File: config.mk
export PLATFORM = sky130hd
export DESIGN_NAME = reg_file_2r1w
export DESIGN_NICKNAME = d
export VERILOG_FILES = /design/src/rtl/reg_file_2r1w_pkg.sv /design/src/rtl/reg_file_cell.sv /design/src/rtl/reg_file_2r1w.sv
export SDC_FILE = /design/constraint.sdc
export NUM_CORES = 1
export LEC_CHECK = 0
export CAP_MARGIN = 30
export CORE_MARGIN = 10
export CORE_UTILIZATION = 50
export CTS_CLUSTER_DIAMETER = 150
export CTS_CLUSTER_SIZE = 20
export DETAILED_ROUTE_END_ITERATION = 12
export MAX_ROUTING_LAYER = met4
export PLACE_DENSITY_LB_ADDON = 0.08
export SYNTH_ARGS = -nofsm -noshare
export SYNTH_HDL_FRONTEND = slang
export SYNTH_SLANG_ARGS = --single-unit
export TNS_END_PERCENT = 100
File: constraint.sdc
create_clock -name clk -period 6.7 [get_ports clk]
set_input_delay 0.67 -clock clk [delete_from_list [all_inputs] [get_ports clk]]
set_output_delay 0.67 -clock clk [all_outputs]
set_load 0.02 [all_outputs]
File: src/rtl/reg_file_2r1w_pkg.sv
// Shared datapath definitions for the register file and the control unit.
// Holds default sizing, the address-width helper and the well-known register indices.
// No logic; pure constants and a constant function.
package reg_file_2r1w_pkg;

  localparam int DEF_WIDTH    = 16;
  localparam int DEF_NUM_REGS = 8;

  // Register indices the control unit uses for its dedicated registers.
  localparam int REG_AC = 1;
  localparam int REG_AR = 2;
  localparam int REG_PC = 3;

  // Bits needed to address n registers; never less than one bit.
  function automatic int addr_width(input int n);
    int w;
    w = 1;
    while ((1 << w) < n) begin
      w = w + 1;
    end
    return w;
  endfunction

endpackage

File: src/rtl/reg_file_cell.sv
// One WIDTH-bit register: synchronous clear > write > increment (wraps modulo 2^WIDTH).
// Latency: state updates on the rising edge; nxt_o is the value the register takes at that edge.
// No backpressure; every enabled operation is accepted in the cycle it is presented.
module reg_file_cell #(
  parameter int WIDTH = 16
) (
  input  logic             clk_i,
  input  logic             clr_i,
  input  logic             we_i,
  input  logic [WIDTH-1:0] wdat_i,
  input  logic             inc_i,
  output logic [WIDTH-1:0] nxt_o
);

  logic [WIDTH-1:0] data_q;
  logic [WIDTH-1:0] data_d;

  // Next value ignoring clear: write beats increment.
  always_comb begin
    data_d = data_q;
    if (we_i) begin
      data_d = wdat_i;
    end else if (inc_i) begin
      data_d = data_q + WIDTH'(1);
    end
  end

  // State register with synchronous clear taking priority over everything.
  always_ff @(posedge clk_i) begin
    if (clr_i) begin
      data_q <= '0;
    end else begin
      data_q <= data_d;
    end
  end

  // Exposed so the read ports can return the post-edge value (write-first bypass).
  assign nxt_o = data_d;

endmodule

File: src/rtl/reg_file_2r1w.sv
// Register file: NUM_REGS x WIDTH, one write port, one increment channel, two registered read ports.
// Read latency 1 cycle with write-first bypass; outputs are valid-qualified, data held while idle.
// No backpressure; all requests are serviced in the cycle they are presented.
module reg_file_2r1w
  import reg_file_2r1w_pkg::*;
#(
  parameter  int WIDTH    = DEF_WIDTH,
  parameter  int NUM_REGS = DEF_NUM_REGS,
  parameter  int ZERO_REG = 0,
  localparam int ADDR_W   = addr_width(NUM_REGS)
) (
  input  logic              clk,
  input  logic              reset,
  input  logic              wr_en,
  input  logic [ADDR_W-1:0] wr_addr,
  input  logic [WIDTH-1:0]  wr_data,
  input  logic              inc_en,
  input  logic [ADDR_W-1:0] inc_addr,
  input  logic              rd_en_a,
  input  logic [ADDR_W-1:0] rd_addr_a,
  output logic [WIDTH-1:0]  rd_data_a,
  output logic              rd_valid_a,
  input  logic              rd_en_b,
  input  logic [ADDR_W-1:0] rd_addr_b,
  output logic [WIDTH-1:0]  rd_data_b,
  output logic              rd_valid_b
);

  logic [NUM_REGS-1:0] wr_hit;
  logic [NUM_REGS-1:0] inc_hit;
  logic [WIDTH-1:0]    nxt_val [NUM_REGS];

  logic [WIDTH-1:0] rd_data_a_d, rd_data_a_q;
  logic [WIDTH-1:0] rd_data_b_d, rd_data_b_q;
  logic             rd_valid_a_q, rd_valid_b_q;

  // Address decode; out-of-range addresses match nothing, and register 0 is locked when hardwired.
  always_comb begin
    wr_hit  = '0;
    inc_hit = '0;
    for (int i = 0; i < NUM_REGS; i++) begin
      if (!(ZERO_REG != 0 && i == 0)) begin
        wr_hit[i]  = wr_en  && (wr_addr  == ADDR_W'(i));
        inc_hit[i] = inc_en && (inc_addr == ADDR_W'(i));
      end
    end
  end

  genvar g;
  generate
    for (g = 0; g < NUM_REGS; g++) begin : g_cell
      reg_file_cell #(.WIDTH(WIDTH)) u_cell (
        .clk_i  (clk),
        .clr_i  (!reset),
        .we_i   (wr_hit[g]),
        .wdat_i (wr_data),
        .inc_i  (inc_hit[g]),
        .nxt_o  (nxt_val[g])
      );
    end
  endgenerate

  // Read muxes on post-edge values; unmatched (out-of-range) or hardwired-zero addresses give 0.
  always_comb begin
    rd_data_a_d = '0;
    rd_data_b_d = '0;
    for (int i = 0; i < NUM_REGS; i++) begin
      if (!(ZERO_REG != 0 && i == 0)) begin
        if (rd_addr_a == ADDR_W'(i)) rd_data_a_d = nxt_val[i];
        if (rd_addr_b == ADDR_W'(i)) rd_data_b_d = nxt_val[i];
      end
    end
  end

  // Read-port output registers: valid follows the enable, data only loads on a read.
  always_ff @(posedge clk) begin
    if (!reset) begin
      rd_data_a_q  <= '0;
      rd_data_b_q  <= '0;
      rd_valid_a_q <= 1'b0;
      rd_valid_b_q <= 1'b0;
    end else begin
      rd_valid_a_q <= rd_en_a;
      rd_valid_b_q <= rd_en_b;
      if (rd_en_a) rd_data_a_q <= rd_data_a_d;
      if (rd_en_b) rd_data_b_q <= rd_data_b_d;
    end
  end

  assign rd_data_a  = rd_data_a_q;
  assign rd_valid_a = rd_valid_a_q;
  assign rd_data_b  = rd_data_b_q;
  assign rd_valid_b = rd_valid_b_q;

endmodule

# After elaboration in Yosys (flattened, before gate mapping)
# Index checks and enable logic that the tools add are counted.
classes:
  mux: 32
  reduce_logical: 20
  addsub: 8
  n_eq_ne: 28
op_table:
  columns: ["operator", "count"]
  rows:
  - ["16-bit two-way mux", 32]
  - ["16-bit by 1-bit adder with 16-bit output (second input constant)", 8]
  - ["3-bit equality test (second input constant)", 16]
  - ["3-bit by 2-bit equality test with 1-bit output (second input constant)", 8]
  - ["1-bit logical AND", 16]
  - ["3-bit by 1-bit equality test with 1-bit output (second input constant)", 4]
  - ["3-bit zero test", 4]
word_totals:
  inputBits: 34
  register_bits: 162

# Depth between registers and ports, before layout
# Gate-level depths: netlist of the first run.
depth:
  word_depth: 12
  mapped_depth: 10
  mapped_depth_nobuf: 8

# Cells and area by module
# A second synthesis of the first run with hierarchy kept.
unflattened:
  hier_cells: 1461
  area_unflattened_um2: 11337.1
modules_own_cells:
  columns: ["mod", "area_per_inst_um2", "seq_area_each_um2", "instances", "cells_each"]
  rows:
  - ["reg_file_cell (g_cell[0].u_cell ...)", 982.2, 320.3, 6, 126]
  - ["reg_file_2r1w", 3447.1, 680.7, 1, 467]
  - ["reg_file_cell (g_cell[6].u_cell ...)", 998.5, 320.3, 2, 119]

# Worst setup path before layout of the first run
# OpenSTA, ideal clock, no wires.
synth_timing:
  path_kind: "input port to flip-flop"
  from: "input inc_addr[0]"
  to: "register rd_data_b_q[12] (netlist: rd_data_b[12])"
  arrival_ps: 2839
  setup_time_ps: 120
  path_stages: 10
  required_ps: 6580
  setup_slack_ps: 3741
  cell_sequence: "buf_2 or4b_1 clkbuf_1 clkbuf_1 nor4_1 mux2i_1 nor2_1 a211oi_1 nor4_1 a211o_1"
synth_between:
  elab_chain_len: 12
  word_cells_on_any_way: 40
synth_lines:
  columns: ["item", "line", "text"]
  rows:
  - ["start: declaration", "reg_file_2r1w.sv:18", "input logic [ADDR_W-1:0] inc_addr,"]
  - ["3-bit zero test", "reg_file_2r1w.sv:44", "inc_hit[i] = inc_en && (inc_addr == ADDR_W'(i));"]
  - ["1-bit logical AND", "reg_file_2r1w.sv:44", null]
  - ["16-bit two-way mux", "reg_file_cell.sv:23", "end else if (inc_i) begin"]
  - ["16-bit two-way mux", "reg_file_cell.sv:21", "if (we_i) begin"]
  - ["16-bit two-way mux (7 in a row)", "reg_file_2r1w.sv:70", "if (rd_addr_b == ADDR_W'(i)) rd_data_b_d = nxt_val[i];"]
  - ["16-bit two-way mux (*)", "reg_file_2r1w.sv:70", null]
  - ["end signal: assignment", "reg_file_2r1w.sv:86", "if (rd_en_b) rd_data_b_q <= rd_data_b_d;"]
  - ["end: declaration", "reg_file_2r1w.sv:34", "logic [WIDTH-1:0] rd_data_b_d, rd_data_b_q;"]
# Every way passes the cells marked *; elsewhere a longest branch is shown, timed or not.
# A chain may end at the register's enable or synchronous reset.

# Worst setup path in the final report of the first run
layout_timing:
  from: "input inc_en"
  to: "register rd_data_a_q[13] (netlist: rd_data_a[13])"
layout_between:
  elab_chain_len: 11
  word_cells_on_any_way: 32
layout_lines:
  columns: ["item", "line", "text"]
  rows:
  - ["start: declaration", "reg_file_2r1w.sv:17", "input logic inc_en,"]
  - ["1-bit logical AND", "reg_file_2r1w.sv:44", null]
  - ["16-bit two-way mux", "reg_file_cell.sv:23", null]
  - ["16-bit two-way mux", "reg_file_cell.sv:21", null]
  - ["16-bit two-way mux (7 in a row)", "reg_file_2r1w.sv:69", "if (rd_addr_a == ADDR_W'(i)) rd_data_a_d = nxt_val[i];"]
  - ["16-bit two-way mux (*)", "reg_file_2r1w.sv:69", null]
  - ["end signal: assignment", "reg_file_2r1w.sv:85", "if (rd_en_a) rd_data_a_q <= rd_data_a_d;"]
  - ["end: declaration", "reg_file_2r1w.sv:33", "logic [WIDTH-1:0] rd_data_a_d, rd_data_a_q;"]
# Marks and branches as above.

==> Implementation_results.wiki, run 1 <==
{| class="wikitable"
! Metric !! Value
|-
| Outcome || completed
|-
| First DRT Iteration DRCs || 2143
|-
| Setup_tns || 0 ns
|-
| Initial Utilization || 0.511
|-
| Placed Cells incl. Taps || 1789
|-
| Net count after synthesis || 1569
|-
| Number of iterations in the first detailed-routing pass || 6
|-
| Vias in the first global route || 11500
|-
| Buffers from clock root to sink, at most || 2
|-
| Layout cell share with drive strength beyond 1 || 0.0597
|-
| Worst-path maximum fanout || 18
|-
| Startpoint of the most critical register-to-register path || g_cell[7].u_cell.data_q[0]$_SDFF_PN0_
|-
| Setup violation total in the final timing report || 0
|-
| Final hold slack || 0.487 ns
|-
| Clock latency at the later pin of the worst-skew pair || 0.45 ns
|-
| Placement row count || 54
|-
| Overall routed net length || 53900 um
|-
| Post-detailed-route wirelength per cell || 29.6 um
|-
| Slew Limit Headroom || 0.299
|-
| # DRC || 0
|-
| Max Cap Violations || 0
|-
| IO Pins || 68
|-
| Slew @ Worst Pin || 1.05 ns
|-
| Post-synth ARST share || 0
|-
| Synthesis-stage register bit count || 162
|-
| Count of inserted antenna diode cells || 0
|-
| Vias/cell || 7.07
|-
| Area growth from synthesis to layout || 12.1%
|-
| Vertical die dimension || 170 um
|-
| Number of antenna violations at the first check in global routing || 1
|-
| Top cells by instance count after synthesis || nand2_1, nor2_1, dfxtp_1
|-
| Largest voltage drop on the vdd net || 0.138 mV
|-
| Type of the setup path with the least slack || in2reg
|-
| Logic depth of the worst register-to-register path || 8
|-
| Worst flop-to-flop path endpoint || rd_data_a[14]$_SDFFE_PN0P_
|-
| Element type at the critical path start || primary input
|-
| Hold Crit Class || reg2reg
|-
| Port Buffer Count || 67
|-
| Critical path buffers and inverters || 1
|-
| Number of non-filler instances in the completed layout || 1820
|-
| Cell with the biggest individual delay on the critical path || clkdlybuf4s50_1
|-
| Quantity of gates resized following cts || 0
|-
| Yosys warning total || 0
|-
| Worst Path Required || 7.08 ns
|-
| GRT overflow || 0
|-
| Setup repair after global routing missed its margin || no
|-
| Routability cong. || 1.10
|-
| Final clock period utilization by the worst path || 0.629
|-
| Area of the mapped netlist || 11200 um2
|-
| Post-CTS Hold Fix Bufs || 0
|-
| Cell type with the highest aggregate area in the netlist || dfxtp_1
|-
| Yosys cell types || 80
|-
| Fmax || 237 MHz
|-
| Inserted Clock Buffers || 17
|-
| Final nets || 1570
|-
| Proportion of synthesized chip area in sequential cells || 0.289
|-
| Maximum number of pins on one net before global-route repair || 61
|-
| Clock sinks || 162
|-
| Cell-by-cell listing of the critical path || clkdlybuf4s50_1 > nand4bb_1 > nor3_1 > a2111oi_0 > nor4_1 > o21ai_0 > o311ai_0 > o2bb2ai_1
|-
| Number of hold-slack violations in the final timing report || 0
|-
| Post-detail-place hpwl || 38800 um
|-
| Final design instance area without fill || 12600 um2
|-
| Post-Synthesis Cells || 1527
|-
| Vias || 12900
|-
| Total placed instance area || 12100 um2
|-
| Die outline area || 28800 um2
|-
| Max-slew violation total from the final report || 0
|-
| Synth top area share || 0.289
|-
| Maximum clock skew at final layout || 0.0178 ns
|-
| Top area cells in the synthesized netlist || dfxtp_1, nand2_1, nor2_1
|-
| Clk Tree Root Cell || clkbuf_16
|-
| Tmin final || 4.21 ns
|-
| Wire length of the first global-routing pass || 78100 um
|-
| Overall die width || 170 um
|-
| Number of flops mapped to enable cells by yosys || 0
|-
| # fillers || 2076
|-
| H-tree levels || 4
|-
| Static power due to leakage || 4.35 nW
|-
| Routed Antenna Nets || 0
|-
| Clock-pin slew of the registers on the worst-case setup and hold paths || 0.07 ns
|-
| Instance count along the most critical hold path || 2
|-
| Top FF cell, synth || dfxtp_1
|-
| Buffer count from post-CTS setup fixing || 0
|-
| Leading cell type by number of instances after synthesis || nand2_1
|-
| Register-to-register path setup slack || 3.68 ns
|-
| Critical path's top delay family || simple AND/OR/NAND/NOR gates
|-
| Maximum single-stage delay on the critical path || 0.86 ns
|-
| Critical path arrival || 4.59 ns
|-
| End point of the worst hold path || rd_data_b[1]$_SDFFE_PN0P_
|-
| Worst setup EP type || flip-flop
|-
| Startpoint of the tightest hold check path || rd_data_b[1]$_SDFFE_PN0P_
|-
| Core ar. || 22000 um2
|-
| Aggregate global-route resource usage || 0.375
|-
| Post-synthesis average cell area || 7.35 um2
|-
| Power density normalized to cell area || 199 nW/um2
|-
| Clock tree from TritonCTS || built
|}
[worst min-delay path: cells and delay by family, from the launching register on]
kind | cells | cell delay [ns]
DFF | 1 | 0.34
and+or+nand+nor | 2 | 0.10
[cells in the final DEF, fill, tap and decap left out, types with 7 or more instances in the layout]
cell | netlist | layout
a211oi_1 | 18 | 18
a21oi_1 | 72 | 72
a221oi_1 | 7 | 7
a22oi_1 | 9 | 9
a31o_2 | 7 | 7
a31oi_1 | 32 | 32
and2_1 | 78 | 78
and3_1 | 15 | 15
buf_4 | 0 | 27
clkbuf_16 | 0 | 17
clkdlybuf4s50_1 | 0 | 66
dfxtp_1 | 162 | 162
ha_1 | 8 | 8
inv_1 | 33 | 33
mux2_2 | 8 | 8
mux2i_1 | 32 | 32
nand2_1 | 183 | 183
nand3_1 | 56 | 56
nand4_1 | 43 | 43
nand4bb_1 | 8 | 8
nor2_1 | 163 | 163
nor3_1 | 55 | 55
nor4_1 | 33 | 33
o211ai_1 | 16 | 16
o21ai_0 | 83 | 83
o221ai_1 | 20 | 20
o22ai_1 | 15 | 15
o31ai_1 | 13 | 13
or3_1 | 22 | 22
or4_1 | 12 | 12
xnor2_1 | 49 | 49
xor2_1 | 26 | 26
[layout make-up]
| type | instances | area [um2] | area share |
|---|---|---|---|
| flip-flops and latches | 162 | 3240 | 0.258 |
| inverters | 35 | 131 | 0.0104 |
| well taps | 280 | 350 | 0.0278 |
| clock inverters | 12 | 100 | 0.00795 |
| multi-input cells | 1215 | 7440 | 0.591 |
| clock buffers | 19 | 433 | 0.0344 |
| repair buffers | 97 | 890 | 0.0707 |
[sequential cells by signal, indices dropped and copies added, names as in the netlist]
register              flops
g_cell.u_cell.data_q    128
rd_valid_b                1
rd_data_a                16
rd_data_b                16
rd_valid_a                1
[how the worst max path moves through the flow]
stage,depth (start not counted),from,end,slack [ns]
2_1_floorplan,10,inc_addr[0],rd_data_b[12]$_SDFFE_PN0P_,3.74
3_3_place_gp,8,inc_addr[2],rd_data_a[13]$_SDFFE_PN0P_,2.45
3_5_place_dp,8,inc_en,rd_data_a[13]$_SDFFE_PN0P_,2.34
4_1_cts,8,inc_en,rd_data_a[13]$_SDFFE_PN0P_,2.75
5_1_grt,8,inc_en,rd_data_a[13]$_SDFFE_PN0P_,2.41
6_report,8,inc_en,rd_data_a[13]$_SDFFE_PN0P_,2.49
[power breakdown]
group	switching (W)	internal, W
registers	0.0000430	0.00100
logic	0.000346	0.000160
clock network	0.000469	0.000479
[kinds of logic (layout without fill, tap and decap cells)]
family                     Yosys count  after routing  share of synthesized area
and+or+nand+nor                    712            712                      0.324
AOI/OAI and AO/OA                  377            377                      0.226
DFF                                162            162                      0.289
buffers and inverters              150            163                     0.0515
xor gates and xnor gates            75             75                     0.0585
muxes                               43             43                     0.0426
adders and majority gates            8              8                    0.00892
[layer usage]
layer	track usage	vias to the layer above	routed length, um
li1	-	5648	-
met1	0.482	6010	21100
met2	0.519	997	21900
met3	0.111	208	7370
met4	0.198	0	3480
met5	-	-	0
[stage by stage]
step	total power (W)	utilization	setup WS, ns
final	0.00250	0.573	2.49
after CTS	0.00247	0.573	2.75
after global placement	0.00154	0.548	2.45
after floorplan	0.00133	-	3.74
after detailed placement	0.00154	0.549	2.34
after global routing	0.00255	0.573	2.41
Power figures use the tool's default switching activity.
==> inputs of run 2 (changes only) <==
clock period = 4.2 ns   (was 6.7 ns; I/O delays follow)
==> Implementation_results.wiki, run 2 (synthesis gave the netlist of run 1 again) <==
{| class="wikitable"
! Metric !! Value
|-
| Outcome || completed
|-
| Largest voltage drop on the vdd net || 0.208 mV (+51%)
|-
| Post-CTS Hold Fix Bufs || 0 (unchanged)
|-
| Routed Antenna Nets || 0 (unchanged)
|-
| Wire length of the first global-routing pass || 80900 um (+3.6%)
|-
| Worst setup EP type || flip-flop
|-
| Area growth from synthesis to layout || 16.2%
|-
| IO Pins || 68 (unchanged)
|-
| Reported net switching power || 0.00142 W (+66%)
|-
| Total area of sequential cells || 3240 um2 (unchanged)
|-
| Final nets || 1620 (+3.2%)
|-
| Max Cap Violations || 0 (unchanged)
|-
| Hold Crit Class || reg2reg
|-
| # DRC || 0 (unchanged)
|-
| Worst Path Required || 4.54 ns (-2.54 ns)
|-
| Clock latency at the later pin of the worst-skew pair || 0.45 ns (about the same)
|-
| GRT overflow || 0 (unchanged)
|-
| Share of power burned in combinational logic || 0.203 (about the same)
|-
| Leading cell types in the layout, fill and taps excluded || nand2_1, nor2_1, dfxtp_1, o21ai_0
|-
| Clock Power Share || 0.402 (+0.023)
|-
| Slew @ Worst Pin || 1.11 ns (+0.0614 ns)
|-
| Proportion of total power due to net switching || 0.337 (-0.00595)
|-
| Clock tree from TritonCTS || built
|-
| Total placed instance area || 12400 um2 (+3.1%)
|-
| Initial Utilization || 0.511 (unchanged)
|-
| Inserted Clock Buffers || 17 (unchanged)
|-
| Vias/cell || 6.99 (-1.0%)
|-
| Setup_tns || 0 ns (unchanged)
|-
| Buffer count from post-CTS setup fixing || 0 (unchanged)
|-
| Most common cell after layout, fill and taps aside || nand2_1
|-
| Maximum clock skew at final layout || 0.0122 ns (-0.00565 ns)
|-
| Layout cell share with drive strength beyond 1 || 0.0905 (+0.0308)
|-
| Worst-path maximum fanout || 13 (-5)
|-
| Largest register FFs || 128 (unchanged)
|-
| Final hold slack || 0.451 ns (-0.0360 ns)
|-
| First DRT Iteration DRCs || 2073 (-3.3%)
|-
| Area of the multi-input gates || 7440 um2 (unchanged)
|-
| Max-slew violation total from the final report || 0 (unchanged)
|-
| Critical path arrival || 3.82 ns (-0.77 ns)
|-
| Vias || 13100 (+1.8%)
|-
| Core ar. || 22000 um2 (unchanged)
|-
| Setup repair after global routing missed its margin || no
|-
| Buffers from clock root to sink, at most || 2 (unchanged)
|-
| Post-detail-place hpwl || 41500 um (+6.9%)
|-
| Fmax || 287 MHz
|-
| Number of antenna violations at the first check in global routing || 1 (unchanged)
|-
| Aggregate global-route resource usage || 0.390 (+0.0151)
|-
| Setup violation total in the final timing report || 0 (unchanged)
|-
| Element type at the critical path start || primary input
|-
| Type of the setup path with the least slack || in2reg
|-
| Overall die width || 170 um (unchanged)
|-
| Internal || 0.00280 W (+70%)
|-
| Met2 Resource Use GR || 0.535 (+0.0160)
|-
| Quantity of gates resized following cts || 0 (unchanged)
|-
| Static power due to leakage || 4.63 nW (+6.5%)
|-
| Global routing usage on met3 || 0.140 (+0.0292)
|-
| Final clock period utilization by the worst path || 0.828
|-
| Tmin final || 3.48 ns
|-
| Met1 Resource Use GR || 0.482 (about the same)
|-
| Biggest register || g_cell.u_cell.data_q
|-
| Clk Tree Root Cell || clkbuf_16
|-
| Overall routed net length || 56200 um (+4.4%)
|-
| Die outline area || 28800 um2 (unchanged)
|-
| Port Buffer Count || 67 (unchanged)
|-
| Number of hold-slack violations in the final timing report || 0 (unchanged)
|-
| Number of iterations in the first detailed-routing pass || 6 (unchanged)
|-
| Most Crowded Layer GR || met2
|-
| Final design instance area without fill || 13000 um2 (+3.6%)
|-
| Vertical die dimension || 170 um (unchanged)
|-
| Power density normalized to cell area || 323 nW/um2 (+63%)
|-
| # fillers || 2099 (+1.1%)
|-
| H-tree levels || 4 (unchanged)
|-
| Post-detailed-route wirelength per cell || 30.0 um (+1.5%)
|-
| Maximum number of pins on one net before global-route repair || 62 (+1.6%)
|-
| Clock-pin slew of the registers on the worst-case setup and hold paths || 0.08 ns (about the same)
|-
| Power share of the sequential group || 0.396 (-0.023)
|-
| Slew Limit Headroom || 0.258 (-0.0411)
|-
| Clock sinks || 162 (unchanged)
|-
| Placement row count || 54 (unchanged)
|-
| Vias in the first global route || 11900 (+3.5%)
|-
| Routability cong. || 1.11 (+1.0%)
|}
-- run 2: cell count changes in the layout (fill, tap and decap cells not counted), moves of 2 or more --
| cell | before | now |
|---|---|---|
| bufinv_16 | 0 | 2 |
| inv_8 | 0 | 3 |
| clkinv_4 | 4 | 2 |
| buf_4 | 27 | 78 |
| diode_2 | 0 | 2 |
| clkinvlp_4 | 4 | 2 |
-- run 2: per-stage QoR --
| step | total power, W | worst slack, ns | std cells | utilization |
|---|---|---|---|---|
| CTS | 0.00416 | 0.848 | 1871 | 0.594 |
| global placement | 0.00250 | -0.0164 | 1837 | 0.565 |
| global route | 0.00429 | 0.618 | 1872 | 0.594 |
| floorplan | 0.00212 | 1.49 | 1527 | - |
| detailed placement | 0.00250 | 0.407 | 1839 | 0.566 |
| finish | 0.00422 | 0.721 | 1873 | 0.594 |
-- run 2: layout make-up --
class	count	area share
sequential	162	0.249
multi-input combinational	1215	0.570
antenna	2	0.000384
inverter	35	0.0101
timing repair buffer	147	0.0972
tap	280	0.0269
clock buffer	19	0.0340
clock inverter	13	0.0124
-- run 2: path summary, 6_finish.rpt --
check | slack [ns] | from | to | depth (start not counted)
setup reg to reg | 1.31 | g_cell[6].u_cell.data_q[0]$_SDFF_PN0_ | rd_data_a[14]$_SDFFE_PN0P_ | 8
hold / removal | 0.45 | rd_data_a[1]$_SDFFE_PN0P_ | rd_data_a[1]$_SDFFE_PN0P_ | 2
setup / recovery | 0.72 | inc_addr[1] | rd_data_b[12]$_SDFFE_PN0P_ | 8
hold reg to reg | 0.45 | rd_data_a[1]$_SDFFE_PN0P_ | rd_data_a[1]$_SDFFE_PN0P_ | 2
-- run 2: worst max-delay path, cell delays in order --
cell	delay, ns
clkdlybuf4s50_1	0.59
or4b_1	0.86
nor4_1	0.61
mux2i_1	0.31
nor2_1	0.13
a211oi_1	0.50
nor4_1	0.14
a211o_1	0.25
-- run 2: layer usage --
layer,wire (um),vias up
li1,-,5740
met1,21500,6114
met2,22900,995
met5,0,-
met3,8050,250
met4,3760,0
-- run 2: power groups by stage --
stage | Combinational [W] | Sequential, W | Clock (W)
CTS | 0.000809 | 0.00167 | 0.00168
global placement | 0.000802 | 0.00170 | 0
finish | 0.000854 | 0.00167 | 0.00169
detailed placement | 0.000804 | 0.00170 | 0
global route | 0.000873 | 0.00168 | 0.00174
floorplan | 0.000407 | 0.00171 | 0
==> inputs of run 3 (changes only) <==
clock period = 3.2 ns   (was 4.2 ns; I/O delays follow)
==> Implementation_results.wiki, run 3 (synthesis gave the netlist of run 1 again) <==
{| class="wikitable"
! Metric !! Value
|-
| Inserted Clock Buffers || 17 (unchanged)
|-
| Setup_tns || 0 ns (unchanged)
|-
| First DRT Iteration DRCs || 2262 (+9.1%)
|-
| Overall die width || 170 um (unchanged)
|-
| Overall routed net length || 58700 um (+4.4%)
|-
| Startpoint of the most critical register-to-register path || g_cell[7].u_cell.data_q[0]$_SDFF_PN0_
|-
| Clock Power Share || 0.385 (-0.017)
|-
| Clock-pin slew of the registers on the worst-case setup and hold paths || 0.07 ns (about the same)
|-
| Setup violation total in the final timing report || 0 (unchanged)
|-
| Fmax || 327 MHz
|-
| Port Buffer Count || 67 (unchanged)
|-
| Post-detail-place hpwl || 44700 um (+7.9%)
|-
| Number of antenna violations at the first check in global routing || 3 (+2)
|-
| Wire length of the first global-routing pass || 84900 um (+5.0%)
|-
| Slew Limit Headroom || 0.415 (+0.157)
|-
| Type of the setup path with the least slack || in2reg
|-
| # fillers || 1946 (-7.3%)
|-
| Share of power burned in combinational logic || 0.225 (+0.022)
|-
| Vias || 13900 (+6.5%)
|-
| Largest voltage drop on the vdd net || 0.283 mV (+36%)
|-
| End point of the worst hold path || rd_data_b[3]$_SDFFE_PN0P_
|-
| IO Pins || 68 (unchanged)
|-
| Power share of the sequential group || 0.389 (-0.007)
|-
| Clock latency at the later pin of the worst-skew pair || 0.44 ns (about the same)
|-
| Static power due to leakage || 5.37 nW (+16%)
|-
| Worst Path Required || 3.52 ns (-1.02 ns)
|-
| Routability cong. || 1.12 (+1.2%)
|-
| Critical path's top delay family || buffers and inverters
|-
| Vias/cell || 6.93 (-0.97%)
|-
| Max Cap Violations || 0 (unchanged)
|-
| Element type at the critical path start || primary input
|-
| Startpoint of the tightest hold check path || reset
|-
| Reported net switching power || 0.00186 W (+31%)
|-
| Placed Cells incl. Taps || 1979 (+7.6%)
|-
| Number of hold-slack violations in the final timing report || 0 (unchanged)
|-
| Initial Utilization || 0.511 (unchanged)
|-
| Final clock period utilization by the worst path || 0.955
|-
| Setup repair after global routing missed its margin || no
|-
| Dominant cell type by count on the critical path || buf_4
|-
| Number of iterations in the first detailed-routing pass || 8 (+2)
|-
| Number of non-filler instances in the completed layout || 2014 (+7.5%)
|-
| Outcome || completed
|-
| Post-CTS Hold Fix Bufs || 0 (unchanged)
|-
| Largest register FFs || 128 (unchanged)
|-
| Tmin final || 3.06 ns
|-
| Clock tree from TritonCTS || built
|-
| Cell-by-cell listing of the critical path || clkdlybuf4s50_1 > or4b_1 > buf_4 > buf_4 > nor3_1 > xnor2_1 > a211oi_1 > a2111oi_0 > buf_4 > o41ai_1
|-
| Layout cell share with drive strength beyond 1 || 0.164 (+0.0731)
|-
| Quantity of gates resized following cts || 0 (unchanged)
|-
| Maximum number of pins on one net before global-route repair || 39 (-37%)
|-
| Area growth from synthesis to layout || 26.9%
|-
| Power density normalized to cell area || 395 nW/um2 (+22%)
|-
| H-tree levels || 4 (unchanged)
|-
| Placement row count || 54 (unchanged)
|-
| Worst-path maximum fanout || 10 (-3)
|-
| Critical path buffers and inverters || 4 (+3)
|-
| Clock sinks || 162 (unchanged)
|-
| # DRC || 0 (unchanged)
|-
| Routed Antenna Nets || 0 (unchanged)
|-
| Proportion of total power due to net switching || 0.330 (-0.00701)
|-
| Slew @ Worst Pin || 0.874 ns (-0.235 ns)
|-
| Buffer count from post-CTS setup fixing || 0 (unchanged)
|-
| Vertical die dimension || 170 um (unchanged)
|-
| GRT overflow || 0 (unchanged)
|-
| Critical path arrival || 3.38 ns (-0.44 ns)
|-
| Leading cell types in the layout, fill and taps excluded || buf_4, nand2_1, nor2_1, dfxtp_1, o21ai_0
|-
| Max-slew violation total from the final report || 0 (unchanged)
|-
| Instance count along the most critical hold path || 2 (unchanged)
|-
| Most common cell after layout, fill and taps aside || buf_4
|-
| Post-detailed-route wirelength per cell || 29.2 um (-2.9%)
|-
| Final nets || 1760 (+8.6%)
|-
| Maximum clock skew at final layout || 0.0134 ns (+0.00122 ns)
|-
| Biggest register || g_cell.u_cell.data_q
|-
| Clk Tree Root Cell || clkbuf_16
|-
| Hold Crit Class || in2reg
|-
| Buffers from clock root to sink, at most || 2 (unchanged)
|-
| Internal || 0.00377 W (+35%)
|-
| Aggregate global-route resource usage || 0.409 (+0.0189)
|-
| Worst setup EP type || flip-flop
|-
| Cell with the biggest individual delay on the critical path || or4b_1
|-
| Register-to-register path setup slack || 0.21 ns (-1.10 ns)
|-
| Maximum single-stage delay on the critical path || 0.60 ns (-0.26 ns)
|-
| Vias in the first global route || 12800 (+7.7%)
|-
| Logic depth of the worst register-to-register path || 8 (unchanged)
|-
| Die outline area || 28800 um2 (unchanged)
|-
| Core ar. || 22000 um2 (unchanged)
|-
| Worst flop-to-flop path endpoint || rd_data_b[14]$_SDFFE_PN0P_
|}
-- run 3: layout make-up --
cell class,count,area (um2),area share
flip-flops and latches,162,3240,0.228
diodes,4,10.0,0.000703
inverters,35,131,0.00923
well taps,280,350,0.0246
multi-input cells,1215,7440,0.522
clock inverters,12,148,0.0104
repair buffers,287,2480,0.174
clock buffers,19,443,0.0311
-- run 3: through the flow --
stage / cell area, um2 / hold WS, ns / worst slack (ns) / total power (W) / util
after detailed placement: 13600 / 0.439 / -0.148 / 0.00343 / 0.621
after global routing: 14200 / 0.257 / 0.144 / 0.00574 / 0.648
after CTS: 14200 / 0.250 / 0.235 / 0.00556 / 0.648
final: 14200 / 0.251 / 0.143 / 0.00562 / 0.649
after floorplan: 11200 / 0.520 / 0.591 / 0.00278 / -
after global placement: 13600 / 0.434 / -0.149 / 0.00342 / 0.621
-- run 3: worst max path at each step --
stage                      startpoint                    endpoint  depth (start not counted)
after floorplan           inc_addr[0]  rd_data_b[12]$_SDFFE_PN0P_                         10
after global placement    inc_addr[0]   rd_data_b[6]$_SDFFE_PN0P_                         10
after detailed placement  inc_addr[0]   rd_data_b[6]$_SDFFE_PN0P_                         10
after CTS                 inc_addr[0]   rd_data_b[6]$_SDFFE_PN0P_                         10
after global routing      inc_addr[0]  rd_data_b[12]$_SDFFE_PN0P_                         10
final                     inc_addr[0]   rd_data_b[6]$_SDFFE_PN0P_                         10
-- run 3: worst reg2reg max path, cell delays in order (launching register included) --
cell and delay (ns):
dfxtp_1 0.42, ha_1 0.21, nand3_1 0.24, or4_1 0.51
or4_1 0.49, a31o_1 0.26, nor2b_1 0.14, o311a_1 0.37
nor4_1 0.27
-- run 3: metal layers --
metal | track usage | vias to the layer above | wire [um] | part of all wire
met1 | 0.496 | 6487 | 21600 | 0.37
met4 | 0.245 | 0 | 4300 | 0.073
met3 | 0.149 | 290 | 9000 | 0.15
met2 | 0.567 | 1161 | 23900 | 0.41
met5 | - | - | 0 | 0
li1 | - | 6010 | - | -
-- run 3: power groups by stage --
stage,clock network (W),registers [W],logic [W]
global placement,0,0.00223,0.00119
finish,0.00217,0.00219,0.00127
floorplan,0,0.00224,0.000535
detailed placement,0,0.00223,0.00120
global route,0.00224,0.00220,0.00130
CTS,0.00217,0.00219,0.00121
